File: config.mk
export PLATFORM = sky130hd
export DESIGN_NAME = cipher_seq_ctrl
export DESIGN_NICKNAME = d
export VERILOG_FILES = /design/src/rtl/cipher_seq_ctrl.sv
export SDC_FILE = /design/constraint.sdc
export NUM_CORES = 1
export LEC_CHECK = 0
export ABC_AREA = 1
export BUFFER_PORTS_ARGS = -buffer_cell sky130_fd_sc_hd__buf_4
export CORE_MARGIN = 2
export CORE_UTILIZATION = 25
export CTS_CLUSTER_SIZE = 8
export DETAILED_ROUTE_END_ITERATION = 16
export SYNTH_ARGS = -nofsm -noshare
export SYNTH_HDL_FRONTEND = slang
export SYNTH_SLANG_ARGS = --single-unit
File: constraint.sdc
create_clock -name clk -period 3.4 [get_ports clk]
set_input_delay 0.17 -clock clk [delete_from_list [all_inputs] [get_ports clk]]
set_output_delay 0.17 -clock clk [all_outputs]
set_load 0.02 [all_outputs]
File: src/rtl/cipher_seq_ctrl.sv
// Serial key/message loader with chunked XOR cipher and serial ciphertext output.
// Define CIPHER_DEBUG_EN to append a 24-bit {key, op_cnt, err_cnt} frame after each ciphertext.
//
// state     | meaning
// IDLE      | waiting for key_load / msg_load
// LOAD_KEY  | shifting key bits into the key staging register
// LOAD_MSG  | shifting message bits into the message register
// ENCRYPT   | one cycle: sample key_sel, XOR message, start output
// SHIFT_OUT | ciphertext on ser_out, MSB first
// DEBUG_OUT | debug frame on dbg_out, MSB first (CIPHER_DEBUG_EN only)
module cipher_seq_ctrl #(
   parameter int MSG_SIZE = 64,
   parameter int KEY_SIZE = 8
) (
   input  logic       clk,
   input  logic       rst,
   input  logic       ser_in,
   input  logic       key_load,
   input  logic       msg_load,
   input  logic [1:0] key_sel,
   output logic       ser_out,
   output logic       out_valid,
   output logic       busy,
   output logic       dbg_out,
   output logic       dbg_valid
);

   localparam int CNT_W   = $clog2(MSG_SIZE + 32);
   localparam int N_CHUNK = MSG_SIZE / KEY_SIZE;

   typedef enum logic [2:0] {
      IDLE, LOAD_KEY, LOAD_MSG, ENCRYPT, SHIFT_OUT, DEBUG_OUT
   } state_t;

   state_t              state_q, state_d;
   logic [CNT_W-1:0]    cnt_q, cnt_d;
   logic [KEY_SIZE-1:0] key_q, key_d;
   logic [KEY_SIZE-1:0] key_sr_q, key_sr_d;
   logic [MSG_SIZE-1:0] msg_q, msg_d;
   logic [7:0]          op_cnt_q, op_cnt_d;
   logic [7:0]          err_cnt_q, err_cnt_d;
   logic                ser_out_d, out_valid_d, busy_d;
   logic                err_inc;
   logic [KEY_SIZE-1:0] key_eff;
   logic [MSG_SIZE-1:0] cipher;

`ifdef CIPHER_DEBUG_EN
   logic [KEY_SIZE-1:0] key_applied_q, key_applied_d;
   logic [23:0]         dbg_sr_q, dbg_sr_d;
   logic                dbg_out_q, dbg_out_d;
   logic                dbg_valid_q, dbg_valid_d;
   logic [23:0]         frame;

   assign frame = {8'(key_applied_q), op_cnt_q, err_cnt_q};
`endif

   always_comb begin
      key_eff = '0;
      unique case (key_sel)
         2'b00:   key_eff = key_q;
         2'b01:   key_eff = KEY_SIZE'(8'hAC);
         2'b10:   key_eff = KEY_SIZE'(8'hCC);
         default: key_eff = '0;
      endcase
   end

   assign cipher = msg_q ^ {N_CHUNK{key_eff}};

   always_comb begin
      state_d     = state_q;
      cnt_d       = cnt_q;
      key_d       = key_q;
      key_sr_d    = key_sr_q;
      msg_d       = msg_q;
      op_cnt_d    = op_cnt_q;
      err_cnt_d   = err_cnt_q;
      ser_out_d   = 1'b0;
      out_valid_d = 1'b0;
      err_inc     = 1'b0;
`ifdef CIPHER_DEBUG_EN
      key_applied_d = key_applied_q;
      dbg_sr_d      = dbg_sr_q;
      dbg_out_d     = 1'b0;
      dbg_valid_d   = 1'b0;
`endif
      unique case (state_q)
         IDLE: begin
            if (key_load) begin
               key_sr_d = {key_sr_q[KEY_SIZE-2:0], ser_in};
               cnt_d    = CNT_W'(KEY_SIZE - 1);
               state_d  = LOAD_KEY;
            end else if (msg_load) begin
               msg_d   = {msg_q[MSG_SIZE-2:0], ser_in};
               cnt_d   = CNT_W'(MSG_SIZE - 1);
               state_d = LOAD_MSG;
            end
         end
         LOAD_KEY: begin
            if (key_load) begin
               key_sr_d = {key_sr_q[KEY_SIZE-2:0], ser_in};
               if (cnt_q == CNT_W'(1)) begin
                  key_d   = {key_sr_q[KEY_SIZE-2:0], ser_in};
                  cnt_d   = '0;
                  state_d = IDLE;
               end else begin
                  cnt_d = cnt_q - CNT_W'(1);
               end
            end else begin
               err_inc = 1'b1;
               cnt_d   = '0;
               state_d = IDLE;
            end
         end
         LOAD_MSG: begin
            if (msg_load) begin
               msg_d = {msg_q[MSG_SIZE-2:0], ser_in};
               if (cnt_q == CNT_W'(1)) begin
                  cnt_d   = '0;
                  state_d = ENCRYPT;
               end else begin
                  cnt_d = cnt_q - CNT_W'(1);
               end
            end else begin
               // partial message is simply overwritten by the next load
               err_inc = 1'b1;
               cnt_d   = '0;
               state_d = IDLE;
            end
         end
         ENCRYPT: begin
            ser_out_d   = cipher[MSG_SIZE-1];
            out_valid_d = 1'b1;
            msg_d       = {cipher[MSG_SIZE-2:0], 1'b0};
            cnt_d       = CNT_W'(MSG_SIZE - 1);
            op_cnt_d    = op_cnt_q + 8'd1;
`ifdef CIPHER_DEBUG_EN
            key_applied_d = key_eff;
`endif
            state_d     = SHIFT_OUT;
         end
         SHIFT_OUT: begin
            if (cnt_q == '0) begin
`ifdef CIPHER_DEBUG_EN
               dbg_out_d   = frame[23];
               dbg_sr_d    = {frame[22:0], 1'b0};
               dbg_valid_d = 1'b1;
               cnt_d       = CNT_W'(23);
               state_d     = DEBUG_OUT;
`else
               state_d     = IDLE;
`endif
            end else begin
               ser_out_d   = msg_q[MSG_SIZE-1];
               out_valid_d = 1'b1;
               msg_d       = {msg_q[MSG_SIZE-2:0], 1'b0};
               cnt_d       = cnt_q - CNT_W'(1);
            end
         end
         DEBUG_OUT: begin
`ifdef CIPHER_DEBUG_EN
            if (cnt_q == '0) begin
               state_d = IDLE;
            end else begin
               dbg_out_d   = dbg_sr_q[23];
               dbg_sr_d    = {dbg_sr_q[22:0], 1'b0};
               dbg_valid_d = 1'b1;
               cnt_d       = cnt_q - CNT_W'(1);
            end
`else
            state_d = IDLE;
`endif
         end
         default: state_d = IDLE;
      endcase

      if (err_inc && (err_cnt_q != 8'hFF))
         err_cnt_d = err_cnt_q + 8'd1;

      busy_d = (state_d == ENCRYPT) || (state_d == SHIFT_OUT) || (state_d == DEBUG_OUT);
   end

   always_ff @(posedge clk or posedge rst) begin
      if (rst) begin
         state_q   <= IDLE;
         cnt_q     <= '0;
         key_q     <= '0;
         key_sr_q  <= '0;
         msg_q     <= '0;
         op_cnt_q  <= '0;
         err_cnt_q <= '0;
         ser_out   <= 1'b0;
         out_valid <= 1'b0;
         busy      <= 1'b0;
      end else begin
         state_q   <= state_d;
         cnt_q     <= cnt_d;
         key_q     <= key_d;
         key_sr_q  <= key_sr_d;
         msg_q     <= msg_d;
         op_cnt_q  <= op_cnt_d;
         err_cnt_q <= err_cnt_d;
         ser_out   <= ser_out_d;
         out_valid <= out_valid_d;
         busy      <= busy_d;
      end
   end

`ifdef CIPHER_DEBUG_EN
   always_ff @(posedge clk or posedge rst) begin
      if (rst) begin
         key_applied_q <= '0;
         dbg_sr_q      <= '0;
         dbg_out_q     <= 1'b0;
         dbg_valid_q   <= 1'b0;
      end else begin
         key_applied_q <= key_applied_d;
         dbg_sr_q      <= dbg_sr_d;
         dbg_out_q     <= dbg_out_d;
         dbg_valid_q   <= dbg_valid_d;
      end
   end

   assign dbg_out   = dbg_out_q;
   assign dbg_valid = dbg_valid_q;
`else
   assign dbg_out   = 1'b0;
   assign dbg_valid = 1'b0;
`endif

endmodule

==> summary.txt <==
Route
  • Via Count: 3,601
  • DRT met1 WL: 4790 µm
  • Met2 wire length: 4240 µm
  • 1st-iter DRT viols: 197
  • WL met3: approximately 340 µm
  • WL/cell: 11.4 µm
  • Vias/cell: 4.26
  • Antenna-violating nets left: 0
  • Pre-Repair DR Iteration Count: 4
  • Post-Route WL: between 9000 and 10,000 µm
  • Top sig layer: met4
  • Drt drc: 0

Die
  • Die Y: 141 µm
  • Initial Util: 0.253
  • Core Area: around 0.019 mm²
  • Die ar.: 0.0200 mm²
  • Die width: 141 µm
  • FP Rows: 50
  • Number of I/O pins: 12

Final layout
  • Inserted Diodes: 0
  • Share of cells above drive strength 1: 0.0850
  • Nets: 621
  • Sequential Area: 0.00230 mm²
  • Fill cell count: ~2,000
  • Area of the multi-input gates: 0.00208 mm²
  • Area growth from synthesis to layout: 12.0%

STA
  • Crit path time final: 2050 ps
  • Final setup violation count: 0
  • Fin crit share: 0.603
  • Worst Hold Margin: -10.2 ps
  • Max Clock Skew: around 8.1 ps
  • Slew @ Worst Pin: 933 ps
  • Max Fclk: 488 MHz
  • RSZ-0062 raised after global routing: no
  • Final Worst Setup Slack: 1350 ps
  • Headroom to the max-slew limit: 0.378
  • Post-Route Setup TNS: 0 ps
  • Final Hold Vio Count: 4
  • Fin. max-slew vios: 0

Synthesis
  • Post-synth ARST share: 1.00
  • Synth area leader: dfrtp_1
  • Synthesized flop and latch total: 92
  • Seq/Total Area, Yosys: 0.487
  • Mean Syn Cell Area: 7.82 µm²
  • Yosys top cell area share: 0.487
  • Synth cell types: 26
  • Synthesis Warnings: 0
  • Post-synth EDFFs: 0
  • Top cells by area, synth: dfrtp_1 49%, nand2_1 20%, xor2_1 6.1%
  • Synthesized cell area: 0.00473 mm²
  • Most frequent cell after synthesis: nand2_1
  • Post-synth top cells: 253 x nand2_1, 92 x dfrtp_1, 54 x inv_1
  • Ys flop type: dfrtp_1
  • Post-synthesis cell count: 604

Place
  • GP Congestion: around 0.81
  • Port buffer count: 9
  • DP Worst Slack: 1390 ps
  • Post-DP HPWL: 6510 µm

Hold path
  • Hold crit path type: in -> async

Power and ir drop
  • Worst VDD drop: ~320 µV
  • Pwr/cell area: 822 mW/mm²
  • Leak Pwr: 2.67 nW

Critical path
  • WP data arrival: 2320 ps
  • Worst Reg2Reg Path Length in Cells: 9
  • Worst path required time: 3670 ps
  • Setup crit end: msg_q[57]
  • Setup crit end kind: register
  • CP startpoint kind: register
  • Setup CP Type: reg -> reg
  • RR Endpoint: msg_q[57]
  • Worst-path fanout max: 79
  • RR Startpoint: cnt_q[0]
  • R2r setup slk: 1350 ps
  • Worst Setup SP: cnt_q[0]

Status
  • Run status: finished with violations
  • Failing checks: negative hold slack

Clock network
  • Num CTS Buffers: 9
  • CTS Root Cell: clkbuf_16
  • CTS tree: yes
  • CTS Hold Buffers Added: 0
  • Worst-path clk slew: 60 ps
  • PostCTS Resize Cnt: 0
  • H-tree depth: 3
  • Clock sink count: between 90 and 100
  • Longest Clk Path Bufs: 2
  • Setup bufs post-CTS: 0
  • Clock latency on the worst-skew pair: 350 ps

Run
  • Max-Cap Viols: 0

Global route
  • GRT Residual Overflow: 0
  • First-pass GRT wire length: 17,000 µm
  • Initial antenna violation count: 0
  • Largest net degree at the start of global routing: 80
  • GRT Util Overall: 0.106
  • Vias in the first global route: 3,444
[per-stage QoR]
stage	total power, mW	cell area, µm²	instances	util	hold WS, ps
global route	4.75	5290	846	0.284	69.2
detailed placement	3.40	5010	833	0.269	405
CTS	4.40	5290	846	0.284	28.9
finish	4.35	5290	846	0.284	-10.2
global placement	3.37	5010	833	0.269	398
floorplan	3.08	4730	605	-	287
[cell type report]
class                           instances  share of cell area
Clock buffer                           10              0.0451
Clock inverter                          3             0.00756
Inverter                               60              0.0428
Multi-Input combinational cell        433               0.392
Sequential cell                        92               0.435
Tap cell                              234              0.0553
Timing Repair Buffer                   14              0.0222
[logic make-up after synthesis]
| family | share of synthesized area |
|---|---|
| compound gates | 0.0625 |
| xor+xnor | 0.0649 |
| fa+ha+maj | 0.0106 |
| buf+inv | 0.0744 |
| flops | 0.487 |
| mux | 0.0143 |
| other cells | 0.000794 |
| simple gates | 0.285 |
[sequential cells by signal, summed over array words and instances (netlist names)]
name / count
msg_q: 64
out_valid: 1
cnt_q: 7
ser_out: 1
key_q: 8
state_q: 3
key_sr_q: 7
busy: 1
[power breakdown]
group,internal [mW],switching [mW]
clock network,0.574,0.400
logic,0.571,0.980
registers,1.52,0.308
total,2.66,1.69
[cells in the final DEF, fill, tap and decap left out, types with 2 or more instances in the layout]
cell type and n:
conb_1 2, inv_2 6, nand2_2 3, clkbuf_16 9, o21ai_2 4, xor2_1 33, xnor2_1 2, clkinv_2 3
buf_4 13, o21ai_0 11, ha_1 4, nor2_1 21, nand2_1 253, mux2_2 6, nand4_1 3, a21oi_1 8
nor3_2 2, nand3_1 49, o21ai_1 28, dfrtp_1 92, inv_1 53
[worst min-delay path by stage]
stage                  start    endpoint  slack (ps)
finish                   rst   msg_q[13]         -10
CTS                      rst   msg_q[29]          30
global route             rst   msg_q[29]          70
global placement         rst   msg_q[13]         400
detailed placement       rst   msg_q[29]         410
floorplan           key_load  state_q[1]         290
[critical path: stages (launching register included)]
cell and delay (ps):
dfrtp_1 400, inv_1 130, ha_1 230, nand2_1 110
nor2_2 160, nand2_2 70, nand2_2 290, buf_12 330
nand2_1 120, o21ai_2 80
[layer usage]
metal  vias up  GRT usage
li1       1890          -
met1      1650      0.141
met2        47      0.163
met3        14     0.0223
met4         0     0.0574
met5         -          0
Note: power is estimated with default switching activity, not from simulation.
